[src/rtl/bcd_converter_seq.sv]
// Sequential binary-to-BCD converter using shift-and-add-3.
// Emits WIDTH-cycle results with overflow flag and leading-zero mask.
module bcd_converter_seq #(
  parameter int WIDTH  = 8,
  parameter int DIGITS = 3
) (
  input  logic                  clk,
  input  logic                  reset,
  input  logic                  in_valid,
  output logic                  in_ready,
  input  logic [WIDTH-1:0]      value,
  output logic                  out_valid,
  input  logic                  out_ready,
  output logic [4*DIGITS-1:0]   bcd,
  output logic                  ovf,
  output logic [DIGITS-1:0]     nz_mask
);

  localparam int BW = 4 * DIGITS;
  localparam int CW = (WIDTH > 1) ? $clog2(WIDTH) : 1;

  typedef enum logic [1:0] {
    S_IDLE,
    S_CONVERT,
    S_DONE
  } state_t;

  state_t            r_state;
  state_t            w_next;
  logic [WIDTH-1:0]  r_shift;
  logic [BW-1:0]     r_work;
  logic [CW-1:0]     r_cnt;
  logic              r_ovf_work;
  logic [BW-1:0]     w_corr;
  logic [BW-1:0]     w_work_nxt;
  logic              w_ovf_nxt;
  logic [DIGITS-1:0] w_nz;
  logic              w_accept;
  logic              w_last;

  assign w_accept = in_valid & in_ready;
  assign w_last   = (r_state == S_CONVERT) &&
                    (r_cnt == CW'(WIDTH - 1));

  always_ff @(posedge clk or posedge reset) begin
    if (reset) r_state <= S_IDLE;
    else       r_state <= w_next;
  end

  always_comb begin
    w_next    = r_state;
    in_ready  = 1'b0;
    out_valid = 1'b0;
    unique case (r_state)
      S_IDLE: begin
        in_ready = 1'b1;
        if (in_valid) w_next = S_CONVERT;
      end
      S_CONVERT: begin
        if (w_last) w_next = S_DONE;
      end
      S_DONE: begin
        out_valid = 1'b1;
        if (out_ready) w_next = S_IDLE;
      end
      default: w_next = S_IDLE;
    endcase
  end

  // Add-3 correction applied to every digit in parallel
  always_comb begin
    w_corr = r_work;
    for (int i = 0; i < DIGITS; i++) begin
      if (r_work[4*i +: 4] >= 4'd5)
        w_corr[4*i +: 4] = r_work[4*i +: 4] + 4'd3;
    end
  end

  assign w_work_nxt = {w_corr[BW-2:0], r_shift[WIDTH-1]};
  assign w_ovf_nxt  = r_ovf_work | w_corr[BW-1];

  always_comb begin
    logic v_any;
    v_any = 1'b0;
    w_nz  = '0;
    for (int i = DIGITS - 1; i >= 0; i--) begin
      v_any   = v_any | (|w_work_nxt[4*i +: 4]);
      w_nz[i] = v_any;
    end
    w_nz[0] = 1'b1;
  end

  always_ff @(posedge clk or posedge reset) begin
    if (reset) begin
      r_shift    <= '0;
      r_work     <= '0;
      r_cnt      <= '0;
      r_ovf_work <= 1'b0;
      bcd        <= '0;
      ovf        <= 1'b0;
      nz_mask    <= DIGITS'(1);
    end else if (w_accept) begin
      r_shift    <= value;
      r_work     <= '0;
      r_cnt      <= '0;
      r_ovf_work <= 1'b0;
    end else if (r_state == S_CONVERT) begin
      r_shift    <= r_shift << 1;
      r_work     <= w_work_nxt;
      r_ovf_work <= w_ovf_nxt;
      r_cnt      <= r_cnt + CW'(1);
      if (w_last) begin
        bcd     <= w_work_nxt;
        ovf     <= w_ovf_nxt;
        nz_mask <= w_nz;
      end
    end
  end

endmodule
[config.mk]
export PLATFORM = sky130hd
export DESIGN_NAME = bcd_converter_seq
export DESIGN_NICKNAME = d
export VERILOG_FILES = /design/src/rtl/bcd_converter_seq.sv
export SDC_FILE = /design/constraint.sdc
export NUM_CORES = 1
export LEC_CHECK = 0
export BUFFER_PORTS_ARGS = -buffer_cell sky130_fd_sc_hd__buf_2
export CORE_MARGIN = 2
export CORE_UTILIZATION = 43
export CTS_BUF_LIST = sky130_fd_sc_hd__clkbuf_16
export CTS_CLUSTER_SIZE = 40
export DETAILED_ROUTE_END_ITERATION = 6
export PLACE_DENSITY_LB_ADDON = 0.12
export SYNTH_ARGS = -nofsm -noshare
export SYNTH_HDL_FRONTEND = slang
export SYNTH_SLANG_ARGS = --single-unit
[constraint.sdc]
create_clock -name clk -period 1.7 [get_ports clk]
set_input_delay 0 -clock clk [delete_from_list [all_inputs] [get_ports clk]]
set_output_delay 0 -clock clk [all_outputs]
set_load 0.05 [all_outputs]
==> reports/metrics.cfg <==
[status]
status=finished, final reports clean

[setup_path]
rrSetupSlack_ps=90
end_kind=flip-flop
critPathKind=reg2reg
worstSetupStartpointType=flip-flop
worst-path-stages=5
cp_max_fo=5
r2r-start=r_work[8]
path_buf_inv=0
cp_data_arrival_time_ps=1760
crit_chain=ha_1 -> nand2b_1 -> a21oi_2 -> mux2i_2 -> a41oi_2
cp_top_family=flip-flops
r2r_cells=5
cp_slowest_stage_delay_ps=430
worst_r2r_endpoint=nz_mask[1]
crit_slowest_cell=dfrtp_2
required_ps=1850

[die]
placementRows=24
die_height_um=71.9
start_util_pct=45.0
core-area_um2=4410
io_pins=30
die_w_um=71.9
dieArea_um2=5170

[logic_synthesis]
synth_area_um2=1980
syn_nets=223
syn_avg_cell_area_um2=9.78
synth_cell_types=34
ys.flop_type=dfrtp_1
yosys_warnings=0
synth.ff_latch_count=41
synth-seq-area-share_pct=51.7
syn_inst=203
synth_edf_count=0
synth-async-reset-ratio_pct=100

[power]
power_density_nw_per_um2=2190
ir_drop_mv=0.787
pwr-share-seq_pct=32.4
p_total_uw=5360
p_int_uw=3060
clockPowerShare_pct=19.6
power.leakage_uw=0.00114
p_comb_share_pct=48.1
switchingPower_uw=2300
p_sw_share_pct=42.9

[placement]
dp_hpwl_um=2620
gp_congestion=0.857
port_buffers=28
dp_slack_ps=31.0

[detailed_routing]
met1_length_um=1960
routed.top_layer=met4
totalWireLength_um=3840
drt-vias-per-instance=5.14
wl_met3_um=159
wl_met2_um=1690
wl_per_cell_um=13.0
ant_nets=0
num_vias=1520
drc=0
firstDrtPassIters=4
drtIter0Drc=83

[worst_hold_path]
worstHoldPathCells=3
min_to=r_shift[3]
hp-class=in2reg
holdCritStartpoint=value[3]

[cells_and_area]
nets=263
final_cell_mix=dfrtp_1, nand2_1, o21ai_0
nFillCells=413
area_growth_pct=23.1
antennaDiodeCount=0
drive_gt1_share_pct=26.2
final_common_cell=dfrtp_1

[sta]
drv_slew=0
skew_ps=7.93
setup_viol=0
maxSlewHeadroom_pct=65.2
rsz0062_at_grt=yes
hold_viol=0
post-route-period-util_pct=94.5
period_minus_slack_ps=1610
clock.fmax_mhz=623
whs_ps=4.56
final.setup.worst_slack_ps=93.8
tightest_slew_ps=522

[grt]
first_global_vias=1504
grt_pass1_wl_um=6960
overflow=0
grt_max_degree=42
grt_use_total_pct=17.2
antenna_found_initial=0

[clock_network]
cts.sinks=41
cts_buffers=5
cts.clk_slew.worst_paths_ps=60
clockRootBuffer=clkbuf_16
cts_buffer_depth=2
clk_latency_ps=280
cts_max_level=2
cts_tree=done

[flow_run]
maxCapViolations=0

==> timing repair <==
| item | 4_1_cts | 5_1_grt |
|---|---|---|
| resized for setup | 0 | 12 |
| hold buffers | 2 | 0 |
| endpoints found under the setup margin | 0 | 10 |
| buffers inserted | 0 | 2 |
| endpoints found under the hold margin | 42 | 0 |
==> worst max path at each step <==
stage,startpoint,end,slack [ps]
after floorplan,r_work[4],bcd[6],130
after global placement,r_work[0],r_work[2],40
after detailed placement,r_work[0],r_work[2],30
after CTS,r_work[0],r_work[2],8
after global routing,r_work[8],nz_mask[1],-30
final,r_work[8],nz_mask[1],90
==> sequential cells by signal (all words and copies together) (netlist names) <==
signal,count
nz_mask,2
r_work,12
bcd,12
r_cnt,3
r_shift,8
r_ovf_work,1
ovf,1
r_state,2
==> worst min-delay path, cell delays in order <==
cell and delay (ps):
buf_2 70, a22oi_1 40, o21ai_0 130
==> cell families (layout without fill, tap and decap cells) <==
| group | count (synthesis) | in the layout | synth area share, % |
|---|---|---|---|
| adder cells (fa/ha/maj) | 8 | 8 | 5.04 |
| buffers and inverters | 18 | 59 | 3.97 |
| other | 1 | 1 | 0.189 |
| multiplexers | 5 | 5 | 2.71 |
| AO/OA/AOI/OAI | 64 | 64 | 19.4 |
| flip-flops | 41 | 41 | 51.7 |
| XOR/XNOR | 3 | 3 | 1.32 |
| AND/OR/NAND/NOR | 63 | 63 | 15.7 |
==> synth_stat cells, drive strengths merged (2+ instances only) <==
master  count  area (um^2)
ha          8          100
a21oi      10         57.6
dfrtp      41         1030
or3b        2         17.5
o21ai      38          190
nand2b      5         31.3
xnor2       3         26.3
mux2i       2         20.0
nand2      39          146
inv         9         33.8
buf         7         37.5
nor3b       5         47.5
a211oi      2         20.0
clkbuf      2         7.51
nor2        5         18.8
a22o        3         26.3
a22oi       7         52.6
nor3        3         15.0
mux2        3         33.8
==> cell type report <==
class	instances	area, um^2	area share [%]
Clock buffer	5	125	5.12
Sequential cell	41	1030	42.1
Timing Repair Buffer	42	250	10.2
Tap cell	52	65.1	2.66
Clock inverter	3	37.5	1.54
Inverter	9	33.8	1.38
Multi-Input combinational cell	144	903	37.0
==> power groups by stage <==
| stage | sequential (uW) | clock, uW | combinational (uW) |
|---|---|---|---|
| floorplan | 2230 | 0 | 1360 |
| global placement | 1730 | 0 | 2450 |
| detailed placement | 1730 | 0 | 2470 |
| CTS | 1720 | 1080 | 2480 |
| global route | 1800 | 1110 | 2890 |
| finish | 1730 | 1050 | 2580 |
==> per-stage QoR <==
step,utilization (%),TNS [ps],std cells,instance area (um^2)
floorplan,-,0,203,1980
global route,55.3,-40.2,296,2440
detailed placement,50.3,0,284,2220
CTS,54.4,0,294,2400
finish,55.3,0,296,2440
global placement,50.3,0,284,2220
==> layer usage <==
| metal | global-route usage (%) | up-vias |
|---|---|---|
| li1 | - | 780 |
| met1 | 23.2 | 710 |
| met2 | 27.1 | 26 |
| met3 | 4.86 | 4 |
| met4 | 5.66 | 0 |
| met5 | 0 | - |
Note: power is estimated with default switching activity, not from simulation.
